## src/rtl/sdhost_pkg.sv

```systemverilog
// Shared constants and types for the SD host command-line engine.
package sdhost_pkg;

  localparam int unsigned FRAME_LEN  = 48;   // command / R1 / R3 frame bits
  localparam int unsigned R2_LEN     = 136;  // R2 (CID/CSD) frame bits
  localparam int unsigned NCC        = 8;    // idle strobes between commands
  localparam int unsigned TURNAROUND = 2;    // strobes ignored after end bit
  localparam int unsigned CRC_BITS   = 40;   // frame bits covered by CRC7

  typedef enum logic [1:0] {
    RT_NONE = 2'd0,
    RT_R1   = 2'd1,
    RT_R2   = 2'd2,
    RT_R3   = 2'd3
  } rtype_t;

  typedef enum logic [2:0] {
    ST_IDLE,
    ST_TX,
    ST_WAIT,
    ST_RX,
    ST_GAP
  } state_t;

endpackage

```

## src/rtl/sdcrc7.sv

```systemverilog
// Serial CRC7 (x^7 + x^3 + 1), MSB-first, initial value 0.
module sdcrc7 (
  input  logic       i_clk,
  input  logic       i_reset,
  input  logic       i_clear,
  input  logic       i_en,
  input  logic       i_bit,
  output logic [6:0] o_crc
);

  logic fb;
  assign fb = i_bit ^ o_crc[6];

  // Shift one bit per enable; clear takes priority.
  always_ff @(posedge i_clk or posedge i_reset) begin
    if (i_reset)      o_crc <= '0;
    else if (i_clear) o_crc <= '0;
    else if (i_en)    o_crc <= {o_crc[5:0], 1'b0} ^ {3'b000, fb, 2'b00, fb};
  end

endmodule

```

## src/rtl/sdhost_cmd.sv

```systemverilog
// SD host CMD-line engine: sends a 48-bit command, receives R1/R2/R3 responses.
module sdhost_cmd
  import sdhost_pkg::*;
#(
  parameter bit          OPT_R2    = 1'b1,
  parameter int unsigned LGTIMEOUT = 6
) (
  input  logic         i_clk,
  input  logic         i_reset,
  input  logic         i_ckstb,
  input  logic         i_request,
  input  logic [1:0]   i_rtype,
  input  logic [5:0]   i_cmd,
  input  logic [31:0]  i_arg,
  output logic         o_busy,
  output logic         o_cmd_en,
  output logic         o_cmd,
  input  logic         i_cmd_line,
  output logic         o_rsp_valid,
  output logic [5:0]   o_rsp_cmd,
  output logic [119:0] o_rsp_data,
  output logic         o_crc_err,
  output logic         o_timeout
);

  localparam int unsigned CW = (LGTIMEOUT > 6) ? LGTIMEOUT + 2 : 8;
  localparam logic [CW-1:0] TX_LAST   = CW'(FRAME_LEN - 1);
  localparam logic [CW-1:0] CRC_START = CW'(CRC_BITS);
  localparam logic [CW-1:0] TURN      = CW'(TURNAROUND);
  localparam logic [CW-1:0] WAIT_LAST = CW'(TURNAROUND + (1 << LGTIMEOUT) - 1);
  localparam logic [CW-1:0] GAP_LAST  = CW'(NCC - 1);
  localparam logic [CW-1:0] R1_LAST   = CW'(FRAME_LEN - 1);
  localparam logic [CW-1:0] R2_LAST   = CW'(R2_LEN - 1);
  localparam logic [CW-1:0] R2_PAY_LO = CW'(8);
  localparam logic [CW-1:0] R2_PAY_HI = CW'(R2_LEN - 9);
  localparam logic [CW-1:0] ONE       = CW'(1);

  state_t         state, state_nx;
  rtype_t         rtype;
  logic [CW-1:0]  cnt, rx_last, crc_idx;
  logic [39:0]    tx_sr;
  logic [125:0]   rx_sr;
  logic [6:0]     rx_fld, tx_crc, rx_crc;
  logic           tbit, accept, is_r2, tx_bit, tx_crc_en, rx_crc_en;

  assign accept  = i_request && (state == ST_IDLE);
  assign o_busy  = (state != ST_IDLE);
  assign is_r2   = OPT_R2 && (rtype == RT_R2);
  assign rx_last = is_r2 ? R2_LAST : R1_LAST;
  assign crc_idx = TX_LAST - ONE - cnt;

  sdcrc7 u_tx_crc (
    .i_clk(i_clk), .i_reset(i_reset), .i_clear(accept),
    .i_en(tx_crc_en), .i_bit(tx_sr[39]), .o_crc(tx_crc)
  );

  sdcrc7 u_rx_crc (
    .i_clk(i_clk), .i_reset(i_reset), .i_clear(accept),
    .i_en(rx_crc_en), .i_bit(i_cmd_line), .o_crc(rx_crc)
  );

  // State register.
  always_ff @(posedge i_clk or posedge i_reset) begin
    if (i_reset) state <= ST_IDLE;
    else         state <= state_nx;
  end

  // Next-state decode; all bit-level transitions wait for a strobe.
  always_comb begin
    state_nx = state;
    unique case (state)
      ST_IDLE: if (i_request) state_nx = ST_TX;
      ST_TX:   if (i_ckstb && cnt == TX_LAST)
                 state_nx = (rtype == RT_NONE) ? ST_GAP : ST_WAIT;
      ST_WAIT: if (i_ckstb && cnt >= TURN) begin
                 if (!i_cmd_line)            state_nx = ST_RX;
                 else if (cnt == WAIT_LAST)  state_nx = ST_GAP;
               end
      ST_RX:   if (i_ckstb && cnt == rx_last) state_nx = ST_GAP;
      ST_GAP:  if (i_ckstb && cnt == GAP_LAST) state_nx = ST_IDLE;
      default: state_nx = ST_IDLE;
    endcase
  end

  // Outgoing bit select and CRC enables.
  // The R1 start bit is 0 into an all-zero CRC, so starting the RX CRC at
  // bit 1 gives the same result as covering bits 0..39.
  always_comb begin
    tx_bit    = 1'b1;
    tx_crc_en = 1'b0;
    rx_crc_en = 1'b0;
    if (cnt < CRC_START)  tx_bit = tx_sr[39];
    else if (cnt < TX_LAST) tx_bit = tx_crc[crc_idx[2:0]];
    if (state == ST_TX && i_ckstb && cnt < CRC_START) tx_crc_en = 1'b1;
    if (state == ST_RX && i_ckstb) begin
      if (is_r2) rx_crc_en = (cnt >= R2_PAY_LO) && (cnt <= R2_PAY_HI);
      else       rx_crc_en = (cnt < CRC_START);
    end
  end

  // Datapath: frame shifting, line drive, response capture.
  always_ff @(posedge i_clk or posedge i_reset) begin
    if (i_reset) begin
      rtype       <= RT_NONE;
      cnt         <= '0;
      tx_sr       <= '0;
      rx_sr       <= '0;
      rx_fld      <= '0;
      tbit        <= 1'b0;
      o_cmd_en    <= 1'b0;
      o_cmd       <= 1'b1;
      o_rsp_valid <= 1'b0;
      o_rsp_cmd   <= '0;
      o_rsp_data  <= '0;
      o_crc_err   <= 1'b0;
      o_timeout   <= 1'b0;
    end else begin
      o_rsp_valid <= 1'b0;
      if (accept) begin
        rtype <= rtype_t'(i_rtype);
        tx_sr <= {2'b01, i_cmd, i_arg};
      end
      if (state_nx != state)                 cnt <= (state_nx == ST_RX) ? ONE : '0;
      else if (i_ckstb && state != ST_IDLE)  cnt <= cnt + ONE;
      if (i_ckstb) begin
        if (state == ST_TX) begin
          o_cmd_en <= 1'b1;
          o_cmd    <= tx_bit;
          if (cnt < CRC_START) tx_sr <= {tx_sr[38:0], 1'b0};
        end else begin
          o_cmd_en <= 1'b0;
          o_cmd    <= 1'b1;
        end
        if (state == ST_WAIT && state_nx == ST_GAP) begin
          o_rsp_valid <= 1'b1;
          o_timeout   <= 1'b1;
          o_crc_err   <= 1'b0;
        end
        if (state == ST_RX) begin
          if (cnt == ONE)                   tbit   <= i_cmd_line;
          else if (cnt <= rx_last - CW'(8)) rx_sr  <= {rx_sr[124:0], i_cmd_line};
          else if (cnt < rx_last)           rx_fld <= {rx_fld[5:0], i_cmd_line};
          else begin
            o_rsp_valid <= 1'b1;
            o_timeout   <= 1'b0;
            o_crc_err   <= tbit | ~i_cmd_line |
                           ((rtype != RT_R3) && (rx_fld != rx_crc));
            if (is_r2) begin
              o_rsp_cmd  <= rx_sr[125:120];
              o_rsp_data <= rx_sr[119:0];
            end else begin
              o_rsp_cmd  <= rx_sr[37:32];
              o_rsp_data <= {88'b0, rx_sr[31:0]};
            end
          end
        end
      end
    end
  end

endmodule

```

## config.mk

```make
export PLATFORM = sky130hd
export DESIGN_NAME = sdhost_cmd
export DESIGN_NICKNAME = d
export VERILOG_FILES = /design/src/rtl/sdhost_pkg.sv /design/src/rtl/sdcrc7.sv /design/src/rtl/sdhost_cmd.sv
export SDC_FILE = /design/constraint.sdc
export NUM_CORES = 1
export LEC_CHECK = 0
export CAP_MARGIN = 25
export CORE_MARGIN = 4
export CORE_UTILIZATION = 50
export CTS_CLUSTER_DIAMETER = 80
export DETAILED_ROUTE_END_ITERATION = 6
export PLACE_DENSITY = 0.8
export SYNTH_ARGS = -nofsm -noshare
export SYNTH_HDL_FRONTEND = slang
export SYNTH_SLANG_ARGS = --single-unit
```

## constraint.sdc

```tcl
create_clock -name i_clk -period 13.2 [get_ports i_clk]
set_input_delay 3.96 -clock i_clk [delete_from_list [all_inputs] [get_ports i_clk]]
set_output_delay 3.96 -clock i_clk [all_outputs]
set_load 0.01 [all_outputs]
```

After elaboration in Yosys (flattened, before gate mapping) --
Cells that the tools add are included.
Word-level totals: flip-flop bits (word level) 332, output and inout port bits 132, word-level logic and storage cells 122
Operators by class: add/subtract/negate cells 3, order comparisons 8, equality and inequality tests 15, multiplexer cells 48, bitwise logic cells 10, reduce and logical (&&, ||, !) cells 22
Operators with widths (count):
- $mux 40 | 4
- $mux 120 | 1
- $mux 7 | 4
- $mux 1 | 25
- $mux 3 | 8
- $mux 8 | 3
- $lt 8x6->1 const B | 2
- $pmux 3 s5 | 1
- $xor 7x4->7 | 2
- $logic_and 1x1->1 | 12
- $reduce_and 5->1 | 2
- $eq 3x2->1 const B | 3
- $add 8x1->8 const B | 1
- $eq 8x1->1 const B | 1
- $eq 8x3->1 const B | 1
- $eq 8x6->1 const B | 1
- $eq 8x7->1 const B | 1
- $eq 8x8->1 | 1
- $ge 8x2->1 const B | 1
- $ge 8x4->1 const B | 1
- $le 8x7->1 const B | 1
- $le 8x8->1 | 1
- $lt 8x8->1 | 1
- $sub 8x4->8 const B | 1
- 19 further kinds | 27

Longest topological paths before layout --
word-level depth 14, mapped depth 13, gate-level depth less buffers 9

Hierarchy --
A second synthesis with hierarchy kept.
Second synthesis, totals: cells, all modules 1147, area, all modules 14341.3 um^2
By module, submodules not included:
- sdhost_cmd | instances 1, cells an instance 1089, area an instance 13718.2 um^2
- sdcrc7 | instances 2, cells an instance 29, area an instance 311.5 um^2

Least setup slack after synthesis --
Ideal clock, no wire load.
kind input -> register, from input i_ckstb, to register cnt[2], data arrival time 5.390 ns, slack 7.677 ns, stages on the path 7, cells stage by stage clkbuf_1 -> nand3_1 -> or3_1 -> and2_1 -> o31a_1 -> o21ai_2 -> nor3_1
On the way: longest elaborated chain between the ends 5, elaborated cells between the ends (all ways) 13, those cells by class eq/ne (1); mux (6); reduce/logical (6)
Ends and longest elaborated chain:
- start, declared | line sdhost_cmd.sv:10 | input logic i_ckstb,
- $logic_and 1x1->1, on equally long branches
- $mux 3, on equally long branches
- $pmux 3 s5 | line sdhost_cmd.sv:71 | unique case (state)
- $ne 3x3->1 | line sdhost_cmd.sv:123 | if (state_nx != state) cnt <= (state_nx == ST_RX) ? ONE : '0;
- $mux 8 / $reduce_bool 2->1 (equally long branches)
- end signal, assigned | line sdhost_cmd.sv:123
- end signal, assigned | line sdhost_cmd.sv:124 | else if (i_ckstb && state != ST_IDLE) cnt <= cnt + ONE;
- end, declared | line sdhost_cmd.sv:40 | logic [CW-1:0] cnt, rx_last, crc_idx;
Parallel ways exist; a longest one is shown, timed or not. A chain may end at the register's enable or synchronous reset.

Final worst setup path --
from input i_ckstb, to register o_rsp_data[64]
On the way: longest elaborated chain between the ends 1
Ends and longest elaborated chain:
- $reduce_and 5->1 (no line)
- end signal, assigned | line sdhost_cmd.sv:150 | o_rsp_data <= rx_sr[119:0];
- end signal, assigned | line sdhost_cmd.sv:153 | o_rsp_data <= {88'b0, rx_sr[31:0]};
- end, declared | line sdhost_cmd.sv:21 | output logic [119:0] o_rsp_data,
No other way between the ends.

==> results.tsv <==
stage	metric	value	unit
sta	f_max	0.1483	GHz
synth	predominant post-synthesis flop cell	dfrtp_1	
global_routing	M3 GR Usage	4.695	%
clock_tree	Reg clk slew, reported paths	0.06	ns
sta	RSZ-0062 raised after global routing	false	
global_routing	first-pass GRT wire length	47.19	mm
pwr	maximum VDD drop	0.0001150	V
clock_tree	hold_buf cts	0	
clock_tree	worst skew pair latency	0.51	ns
run_status	status	finished clean	
setup_path	Critical Path RT	13.62	ns
sta	TNS Setup	0	ns
setup_path	crit-path max FO	78	
synth	Syn. warnings	0	
synth	Mapped Avg Cell Area	11.38	sq um
synth	flops & latches, synth	332	
clock_tree	H-tree levels	2	
synth	post-synth top area cell	dfrtp_1	
synth	synthesized area	13980	sq um
run	Max-Cap Viols	0	
floorplanning	die area	30690	sq um
synth	Post-synth EDFFs	0	
detailed_routing	Initial DRC Count	537	
clock_tree	# Post-CTS Setup Buffers	0	
detailed_routing	drt wl/cell	15.82	um
synth	main combinational cell family by area after synthesis	simple AND/OR/NAND/NOR gates	
synth	sequential cell area fraction in the yosys report	59.45	%
global_routing	GR peak layer	met2	
sta	Final Cycle Share	51.10	%
pwr	pwr dens	153.3	nW/um^2
final_layout	fin area	17180	sq um
detailed_routing	Vias per Instance	5.239	
floorplanning	Die X	175.2	um
floorplanning	I/O pin count	177	
synth	adder-cell share of the synthesized area	0.9848	%
synth	mux cell area share after synthesis	14.92	%
final_layout	P&R area growth vs syn	22.94	%
setup_path	Worst EP arrival	7.17	ns
sta	Final Setup Violations	0	
floorplanning	Die Y	175.2	um
detailed_routing	Vias	9288	
final_layout	layout cells sized above 1	16.49	%
synth	post-synthesis compound-gate area fraction	3.518	%
synth	Syn Nets	1284	
global_routing	antenna violations before repair	0	
place	port buffer count	176	
synth	most frequent cells after synthesis	nand2_1, dfrtp_1, mux2_2, nand3_1, mux2i_1	
global_routing	largest net degree at the start of global routing	128	
synth	Simple-Gate Fraction of Synth Area	16.73	%
global_routing	vias in the first global route	9420	
sta	Least-Margin Pin Slew	0.9986	ns
sta	Final Skew	0.02157	ns
sta	Slew Limit Fails	0	
clock_tree	CTS root buf	clkbuf_16	
detailed_routing	drt pass-1 iters	5	
floorplanning	Placement Rows	60	
setup_path	critical path start-end classification	in -> reg	
final_layout	fin util	63.05	%
synth	Distinct cells, synth	57	
clock_tree	Post-CTS Resized	0	
detailed_routing	Post-route DRC	0	
pwr	Pwr Total	2.634	mW
global_routing	grt total ovfl	0	
detailed_routing	total wire length	28.05	mm
setup_path	Critical Path Source Type	primary input	
final_layout	Nets	1432	
synth	async set-reset flop share out of synthesis	100.0	%
sta	final hold slack	0.4624	ns
clock_tree	CTS tree	built	
worst_hold_path	HP Class	reg -> reg	
clock_tree	clock sinks	332	
place	RD Place Congestion	0.8701	
place	Placed Area	15870	sq um
synth	Post-Synth XOR/XNOR Area	1.003	%
floorplanning	initial core utilization	51.29	%
sta	Final Hold Violating Endpoints	0	
synth	post-synth top area share	59.27	%
pwr	leakage	8.433	nW
sta	Slew headroom	33.43	%
synth	most common cell in the synthesized netlist	nand2_1	
global_routing	met1 Track Usage GR	23.78	%
floorplanning	core area	27250	sq um
synth	Synth Instances	1228	
global_routing	GR Layer Usage met2	30.48	%
clock_tree	CTS Buffer Depth	3	
final_layout	antenna cells	0	
sta	Tmin final	6.745	ns
setup_path	crit end category	flip-flop	
clock_tree	CTS Buf Count	36	
global_routing	GR Util All Layers	18.23	%
synth	Synth area leaders	dfrtp_1, nand2_1, mux2_2, mux2i_1, nand3_2	
place	DP HPWL	17.61	mm
detailed_routing	post-route ant nets	0	
-- layout make-up --
type	count	area (sq um)
fill	2099	10070
clock inverter	11	190.2
timing repair buffer	187	1881
multi-input combinational	811	5234
inverter	8	40.04
sequential	332	8309
clock buffer	52	1062
tap	372	465.4
-- cells in the final DEF (no fill, tap or decap), types with 3 or more instances in the layout --
master / synthesis / routed
bufinv_16: 0 / 5
or3_1: 3 / 3
mux2i_1: 52 / 52
nand2_1: 343 / 343
a21oi_1: 10 / 10
clkinv_2: 0 / 3
nor2_1: 32 / 31
buf_4: 1 / 8
nand2b_1: 3 / 3
mux2_2: 113 / 113
a31oi_1: 3 / 3
o21ai_0: 51 / 51
clkdlybuf4s50_1: 0 / 176
nand3_1: 62 / 61
xor2_1: 8 / 8
ha_1: 11 / 11
clkbuf_1: 20 / 8
o31ai_1: 3 / 3
nor3_1: 5 / 5
clkbuf_16: 0 / 37
clkbuf_8: 0 / 8
nand3_2: 35 / 35
inv_1: 7 / 6
and3_1: 6 / 4
dfrtp_1: 331 / 331
mux2_1: 24 / 24
xnor2_1: 8 / 8
o22ai_1: 3 / 3
or4_1: 3 / 3
-- cells by family (layout without fill, tap and decap cells) --
| kind of cell | Yosys count | count (layout) |
|---|---|---|
| AND/OR/NAND/NOR | 508 | 508 |
| flip-flops | 332 | 332 |
| multiplexers | 190 | 190 |
| AO/OA/AOI/OAI | 86 | 86 |
| buffers and inverters | 85 | 258 |
| XOR/XNOR | 16 | 16 |
| adder cells (fa/ha/maj) | 11 | 11 |
-- final timing paths --
path / cells after the start / from / slack (ns) / end
worst max-delay path: 7 / i_ckstb / 6.46 / o_rsp_data[64]$_DFFE_PP0P_
worst min-delay path: 2 / o_rsp_data[59]$_DFFE_PP0P_ / 0.46 / o_rsp_data[59]$_DFFE_PP0P_
worst max register to register: 9 / rtype[0]$_DFFE_PP0P_ / 9.21 / o_rsp_data[64]$_DFFE_PP0P_
worst min register to register: 2 / o_rsp_data[59]$_DFFE_PP0P_ / 0.46 / o_rsp_data[59]$_DFFE_PP0P_
max in group asynchronous: 4 / i_reset / 7.09 / u_tx_crc.o_crc[0]$_DFFE_PP0P_
min in group asynchronous: 2 / i_reset / 4.03 / o_rsp_data[30]$_DFFE_PP0P_
-- state kept, by name, summed over array words and instances, names as in the netlist --
register / count
o_rsp_valid: 1
o_crc_err: 1
cnt: 8
tbit: 1
u_tx_crc.o_crc: 7
u_rx_crc.o_crc: 7
o_cmd_en: 1
rx_fld: 7
o_timeout: 1
state: 3
o_rsp_cmd: 6
tx_sr: 40
o_cmd: 1
o_rsp_data: 120
rtype: 2
rx_sr: 126
-- report_power, final --
group	internal, mW	switching (mW)
combinational	0.167	0.255
sequential	1.10	0.0650
clock	0.657	0.388
-- worst max-delay path: stages --
cell             delay (ns)
clkdlybuf4s50_1        0.71
nand4b_1               0.32
nor2_2                 0.38
and3_4                 0.59
buf_4                  0.88
nand3_2                0.16
nand2_1                0.15
-- layer usage --
metal / share of wire, % / wire [um]
met4: 1.9 / 544
met3: 6.3 / 1768
met1: 43 / 12180
met2: 48 / 13560
met5: 0 / 0
-- through the flow --
stage                     setup slack, ns  instances
after floorplan                   0.04516       1228
after global placement              6.081       1707
after detailed placement            6.009       1707
after global routing                6.249       1773
final                               6.455       1773
after CTS                           6.501       1770
Power figures use the tool's default switching activity.
